[config.mk]
export PLATFORM = sky130hd
export DESIGN_NAME = button_press_classifier
export DESIGN_NICKNAME = d
export VERILOG_FILES = /design/src/rtl/button_press_classifier.sv
export SDC_FILE = /design/constraint.sdc
export NUM_CORES = 1
export LEC_CHECK = 0
export CAP_MARGIN = 40
export CELL_PAD_IN_SITES_DETAIL_PLACEMENT = 1
export CELL_PAD_IN_SITES_GLOBAL_PLACEMENT = 1
export CORE_ASPECT_RATIO = 1.5
export CORE_MARGIN = 1
export CORE_UTILIZATION = 48
export CTS_CLUSTER_DIAMETER = 100
export DETAILED_ROUTE_END_ITERATION = 8
export PLACE_DENSITY = 0.9
export SYNTH_ARGS = -nofsm -noshare
export SYNTH_HDL_FRONTEND = slang
export SYNTH_SLANG_ARGS = --single-unit
[constraint.sdc]
create_clock -name clk -period 5 [get_ports clk]
set_input_delay 1 -clock clk [delete_from_list [all_inputs] [get_ports clk]]
set_output_delay 1 -clock clk [all_outputs]
set_load 0.01 [all_outputs]
[src/rtl/button_press_classifier.sv]
// Button gesture classifier: turns a debounced, synchronous button level into
// one-cycle short_press / long_press / double_click pulses.
// A gesture is a first press followed by either a long hold, a release that
// times out (short press), or a second press within the gap window (double
// click). A button held through reset is ignored until it is released.
module button_press_classifier #(
   parameter bit sim        = 1'b0,
   parameter int LONG_TICKS = 50_000_000,
   parameter int GAP_TICKS  = 25_000_000,
   parameter int CNT_W      = 26
) (
   input  logic clk,
   input  logic reset,
   input  logic in,
   output logic short_press,
   output logic long_press,
   output logic double_click,
   output logic busy
);

   // Simulation builds shrink the timing windows so gestures take tens of cycles.
   localparam int LONG_EFF = sim ? 16 : LONG_TICKS;
   localparam int GAP_EFF  = sim ? 8  : GAP_TICKS;

   // Terminal counts: cnt holds the number of samples already seen in the
   // current run, so the final sample of a run arrives while cnt == N-1.
   localparam logic [CNT_W-1:0] LONG_LAST = CNT_W'(LONG_EFF - 1);
   localparam logic [CNT_W-1:0] GAP_LAST  = CNT_W'(GAP_EFF - 1);
   localparam logic [CNT_W-1:0] CNT_MAX   = '1;
   localparam logic [CNT_W-1:0] CNT_ONE   = CNT_W'(1);

   typedef enum logic [2:0] {
      ST_ARM       = 3'd0,
      ST_IDLE      = 3'd1,
      ST_PRESS1    = 3'd2,
      ST_LONG_HOLD = 3'd3,
      ST_WAIT2     = 3'd4,
      ST_PRESS2    = 3'd5
   } state_t;

   state_t           state_q;
   logic [CNT_W-1:0] cnt_q;
   logic [CNT_W-1:0] cnt_inc_d;
   logic             short_q;
   logic             long_q;
   logic             dbl_q;
   logic             busy_q;

   // Saturating increment so the run counter can never wrap.
   always_comb begin
      cnt_inc_d = (cnt_q == CNT_MAX) ? cnt_q : cnt_q + CNT_ONE;
   end

   // Gesture FSM with registered event pulses and busy flag.
   always_ff @(posedge clk) begin
      if (!reset) begin
         state_q <= ST_ARM;
         cnt_q   <= '0;
         short_q <= 1'b0;
         long_q  <= 1'b0;
         dbl_q   <= 1'b0;
         busy_q  <= 1'b1;
      end else begin
         // Pulses default low; busy defaults high and is cleared on every
         // path whose next state is IDLE.
         short_q <= 1'b0;
         long_q  <= 1'b0;
         dbl_q   <= 1'b0;
         busy_q  <= 1'b1;
         case (state_q)
            ST_ARM: begin
               if (!in) begin
                  state_q <= ST_IDLE;
                  busy_q  <= 1'b0;
               end
            end
            ST_IDLE: begin
               if (in) begin
                  state_q <= ST_PRESS1;
                  cnt_q   <= CNT_ONE;
               end else begin
                  cnt_q   <= '0;
                  busy_q  <= 1'b0;
               end
            end
            ST_PRESS1: begin
               if (in) begin
                  if (cnt_q == LONG_LAST) begin
                     state_q <= ST_LONG_HOLD;
                     cnt_q   <= '0;
                     long_q  <= 1'b1;
                  end else begin
                     cnt_q   <= cnt_inc_d;
                  end
               end else begin
                  state_q <= ST_WAIT2;
                  cnt_q   <= CNT_ONE;
               end
            end
            ST_LONG_HOLD: begin
               // No auto-repeat: simply wait for the release.
               if (!in) begin
                  state_q <= ST_IDLE;
                  busy_q  <= 1'b0;
               end
            end
            ST_WAIT2: begin
               if (in) begin
                  state_q <= ST_PRESS2;
                  cnt_q   <= '0;
               end else if (cnt_q == GAP_LAST) begin
                  state_q <= ST_IDLE;
                  cnt_q   <= '0;
                  short_q <= 1'b1;
                  busy_q  <= 1'b0;
               end else begin
                  cnt_q   <= cnt_inc_d;
               end
            end
            ST_PRESS2: begin
               // Length of the second press does not matter.
               cnt_q <= '0;
               if (!in) begin
                  state_q <= ST_IDLE;
                  dbl_q   <= 1'b1;
                  busy_q  <= 1'b0;
               end
            end
            default: begin
               state_q <= ST_ARM;
               cnt_q   <= '0;
            end
         endcase
      end
   end

   assign short_press  = short_q;
   assign long_press   = long_q;
   assign double_click = dbl_q;
   assign busy         = busy_q;

endmodule
=== Yosys cells after proc, flatten, opt, wreduce, memory -nomap -nowiden ===
Cells that the tools add are included.

* Bitwise operators: 2
* Muxes and demuxes: 21
* Reductions and logical operators: 8
* Add/sub/neg operators: 1
* Equality and inequality tests: 12

{| class="wikitable"
|+ Operator list
! operator !! count
|-
| two-way mux 26 bit || 5
|-
| case mux 26 bit (4 select lines) || 1
|-
| == test 26 bit, second input constant || 2
|-
| adder 26 x 1 -> 26 bit, second input constant || 1
|-
| == test 26 x 25 -> 1 bit, second input constant || 1
|-
| two-way mux 3 bit || 6
|-
| case mux 3 bit (4 select lines) || 1
|-
| two-way mux 1 bit || 7
|-
| == test 3 x 2 -> 1 bit, second input constant || 2
|-
| == test 3 bit, second input constant || 2
|-
| inequality test 3 bit, second input constant || 2
|-
| OR reduction 3 bit || 2
|-
| inequality test 2 bit, second input constant || 2
|-
| AND reduction 4 bit || 1
|-
| OR reduction 4 bit || 1
|-
| == test 3 x 1 -> 1 bit, second input constant || 1
|-
| zero test 3 bit || 1
|-
| AND reduction 3 bit || 1
|-
| NOT 1 bit || 2
|-
| case mux 1 bit (2 select lines) || 1
|-
| AND reduction 2 bit || 1
|-
| OR reduction 2 bit || 1
|}

* Bits of input ports: 3
* Logic and storage cells: 50
* Flip-flop bits (word level): 33
* Output and inout port bits: 4

=== Depth between registers and ports, before layout ===
* Depth in word-level cells: 5
* Mapped depth: 9

=== Worst setup path after synthesis ===
No wires, ideal clock.

* Kind: in2reg
* From: in in
* To: reg cnt_q[11]
* Arrival time: 2.332 ns
* Data required time: 4.926 ns
* Setup time: 0.074 ns
* Path slack: 2.594 ns
* Cell stages on the path: 8
* Cell sequence: or3b_1 nor2_1 o311ai_1 nand2_1 buf_2 buf_2 a31oi_1 a31oi_1

* Longest elaborated chain between the ends: 2
* Elaborated cells between the ends (all ways): 3

{| class="wikitable"
|+ RTL lines
! what !! RTL line !! source
|-
| start: declaration || 14 || <nowiki>input logic in,</nowiki>
|-
| two-way mux 26 bit (on tied branches) || 108, 87 ||
|-
| case mux 26 bit (4 select lines) * || 70 || <nowiki>case (state_q)</nowiki>
|-
| end signal: assignment || 93 || <nowiki>cnt_q <= cnt_inc_d;</nowiki>
|-
| end signal: assignment || 117 || <nowiki>cnt_q <= cnt_inc_d;</nowiki>
|-
| end: declaration || 42 || <nowiki>logic [CNT_W-1:0] cnt_q;</nowiki>
|}

Mark *: on every way between the ends. The rest lies on a longest branch, timed or not.
A chain may end at the register's enable or synchronous reset.

=== Final worst setup path ===
* From: in in
* To: reg cnt_q[8]

Same word-level chain as after synthesis.

==> results.cfg <==
[logic_synthesis]
yosys.area.top_type = dfxtp_1
synthFlopType = dfxtp_1
synth_edf_count = 0
synth_top_area_share_pct = 34.1
ys_seq_elements = 33
netlist_top_cells_count = 33 x dfxtp_1, 32 x nand2_1, 19 x nor2_1
syn_area_per_cell_um2 = 7.51
yosys.cell_types.count = 46
yosysSeqAreaShare_pct = 34.1
yosys_warnings = 0
yosysMostFrequentCell = dfxtp_1
syn_nets = 262
synthCells = 258
synth_area_leaders = dfxtp_1 34%, nand2_1 6.2%, a31oi_1 5.2%
async_reset_ff_share_pct = 0
synthesis.area_mm2 = 0.00194

[job]
maxCapViolCount = 0

[layout]
antenna_cells = 0
fin_nets = 260
areaGrowthSynthToFinish_pct = 6.52
layout-drive-gt1-share_pct = 4.71
finalNonFillerCells = 298

[sta]
rsz0062_at_grt = no
clock_skew_ns = 0.00314
drv_slew = 0
finalHoldViolCount = 0
setup_tns_ns = 0
fin_ws_ns = 1.95
tightest_slew_ns = 0.774
setup_viol = 0
relSlewSlack_pct = 47.9
hold_ws_ns = 0.518
period_share_pct = 61.0
layout_min_cycle_time_ns = 3.05
max_freq_mhz = 328

[place]
placed_cells = 292
dp_hpwl_um = 4000
place.gp.congestion = 0.901
portBuffers = 6
place_ws_ns = 1.70

[routing]
via_count = 2006
wl_per_cell_um = 19.1
viasPerCell = 6.73
drc = 0
drtPass1Iterations = 4
drt-initial-drc-count = 51
drt_wl_total_um = 5700
ant_nets = 0

[grt]
grt_pass1_vias = 2021
grt_pass1_wl_um = 9510
antenna_found_initial = 0
grt_overflow = 0
gr-usage-all-layers_pct = 30.0
grt_max_degree = 21

[clock_tree]
cts-root-buf = clkbuf_8
post_cts_buffers = 0
insertion_delay_ns = 0.28
hold_buffers = 0
cts_tree = yes
clk_path_buf_depth = 2
cts_buffers = 5
cts_sinks = 33
path_clk_slew_ns = 0.07
cts-resized-gates = 0
htreeDepth = 2

[critical_path]
critPathCaptureType = flop
start_kind = input port
worstPathArrival_ns = 3.25
r2r_cells = 8
worstSetupPathType = in -> reg
worst-path-max-fanout = 20
crit_required_ns = 5.20

[pwr]
power_frac_seq_pct = 55.3
swShare_pct = 24.9
leakage_nw = 0.622
internal-power_uw = 368
power_uw = 490
comb_power_share_pct = 7.0
vdd_drop_max_v = 0.000166
power.density_mw_per_mm2 = 237
p_sw_uw = 122
clock_power_share_pct = 37.7

[floorplan]
initial_core_util_pct = 51.7
fp-row-count = 27
ios = 7
dieArea_mm2 = 0.00430
die_x_um = 53.9
die_y_um = 79.8
core_mm2 = 0.00375

[worst_hold_path]
hp-class = reg -> reg
hold_depth = 2

[run_status]
status = complete, no violations
[per-layer routing]
layer	global-route usage (%)	wire length [µm]
met5	0	0
met4	17.6	206
met3	6.48	149
met2	49.8	2970
met1	33.5	2370
[sequential cells by signal, summed over array words and instances, names as in the netlist]
name          flops
long_press        1
state_q           3
double_click      1
busy              1
short_press       1
cnt_q            26
[placed cells by master (no fill, tap or decap), types with 3 or more instances in the layout]
cell type	instances
o21ai_0	10
nor3_1	9
a21oi_1	18
and4_1	4
nand2_1	32
clkdlybuf4s50_1	6
a31oi_1	16
inv_1	5
or3_1	4
nand4_1	12
and3_1	6
xnor2_1	5
nor2b_1	3
nand2b_1	10
o21ai_1	6
o22ai_1	5
nor2_1	19
dfxtp_1	33
nand3_1	10
clkbuf_8	5
nor4_1	4
[worst paths after layout]
| check | start | to | slack (ns) |
|---|---|---|---|
| setup / recovery | in | cnt_q[8]$_SDFFE_PN0N_ | 1.95 |
| hold / removal | cnt_q[13]$_SDFFE_PN0N_ | cnt_q[13]$_SDFFE_PN0N_ | 0.52 |
| setup reg to reg | cnt_q[0]$_SDFFE_PN0N_ | cnt_q[16]$_SDFFE_PN0N_ | 2.09 |
| hold reg to reg | cnt_q[13]$_SDFFE_PN0N_ | cnt_q[13]$_SDFFE_PN0N_ | 0.52 |
[critical path, stage by stage]
cell,delay [ns]
clkdlybuf4s50_1,0.53
or3b_1,0.42
nor2_1,0.17
o311ai_1,0.19
nand2_1,0.40
buf_8,0.23
o21ai_0,0.11
a31oi_1,0.18
[stage by stage]
stage	instance area [µm²]	util, %
floorplan	1940	-
global placement	1980	52.7
detailed placement	1990	53.1
CTS	2060	55.1
global route	2060	55.1
finish	2060	55.1
[layout make-up]
type,count,area (µm²)
fillers,492,1690
flip-flops and latches,33,661
clock buffers,5,68.8
clock inverters,1,5.00
multi-input cells,204,1180
inverters,5,18.8
well taps,43,53.8
repair buffers,7,75.1
[power groups by stage]
| stage | logic (mW) | registers [mW] | clock network [mW] |
|---|---|---|---|
| after floorplan | 0.0241 | 0.274 | 0 |
| after global placement | 0.0317 | 0.277 | 0 |
| after detailed placement | 0.0334 | 0.277 | 0 |
| after CTS | 0.0338 | 0.271 | 0.190 |
| after global routing | 0.0368 | 0.272 | 0.198 |
| final | 0.0340 | 0.271 | 0.185 |
[kinds of logic (layout without fill, tap and decap cells)]
group | Yosys count | in the layout | share of synthesized area [%]
buf+inv | 21 | 18 | 4.91
flops | 33 | 33 | 34.1
xor+xnor | 6 | 6 | 2.71
fa+ha+maj | 1 | 1 | 0.645
simple gates | 129 | 129 | 36.0
mux | 1 | 1 | 0.581
compound gates | 67 | 67 | 21.1
Power figures use the tool's default switching activity.
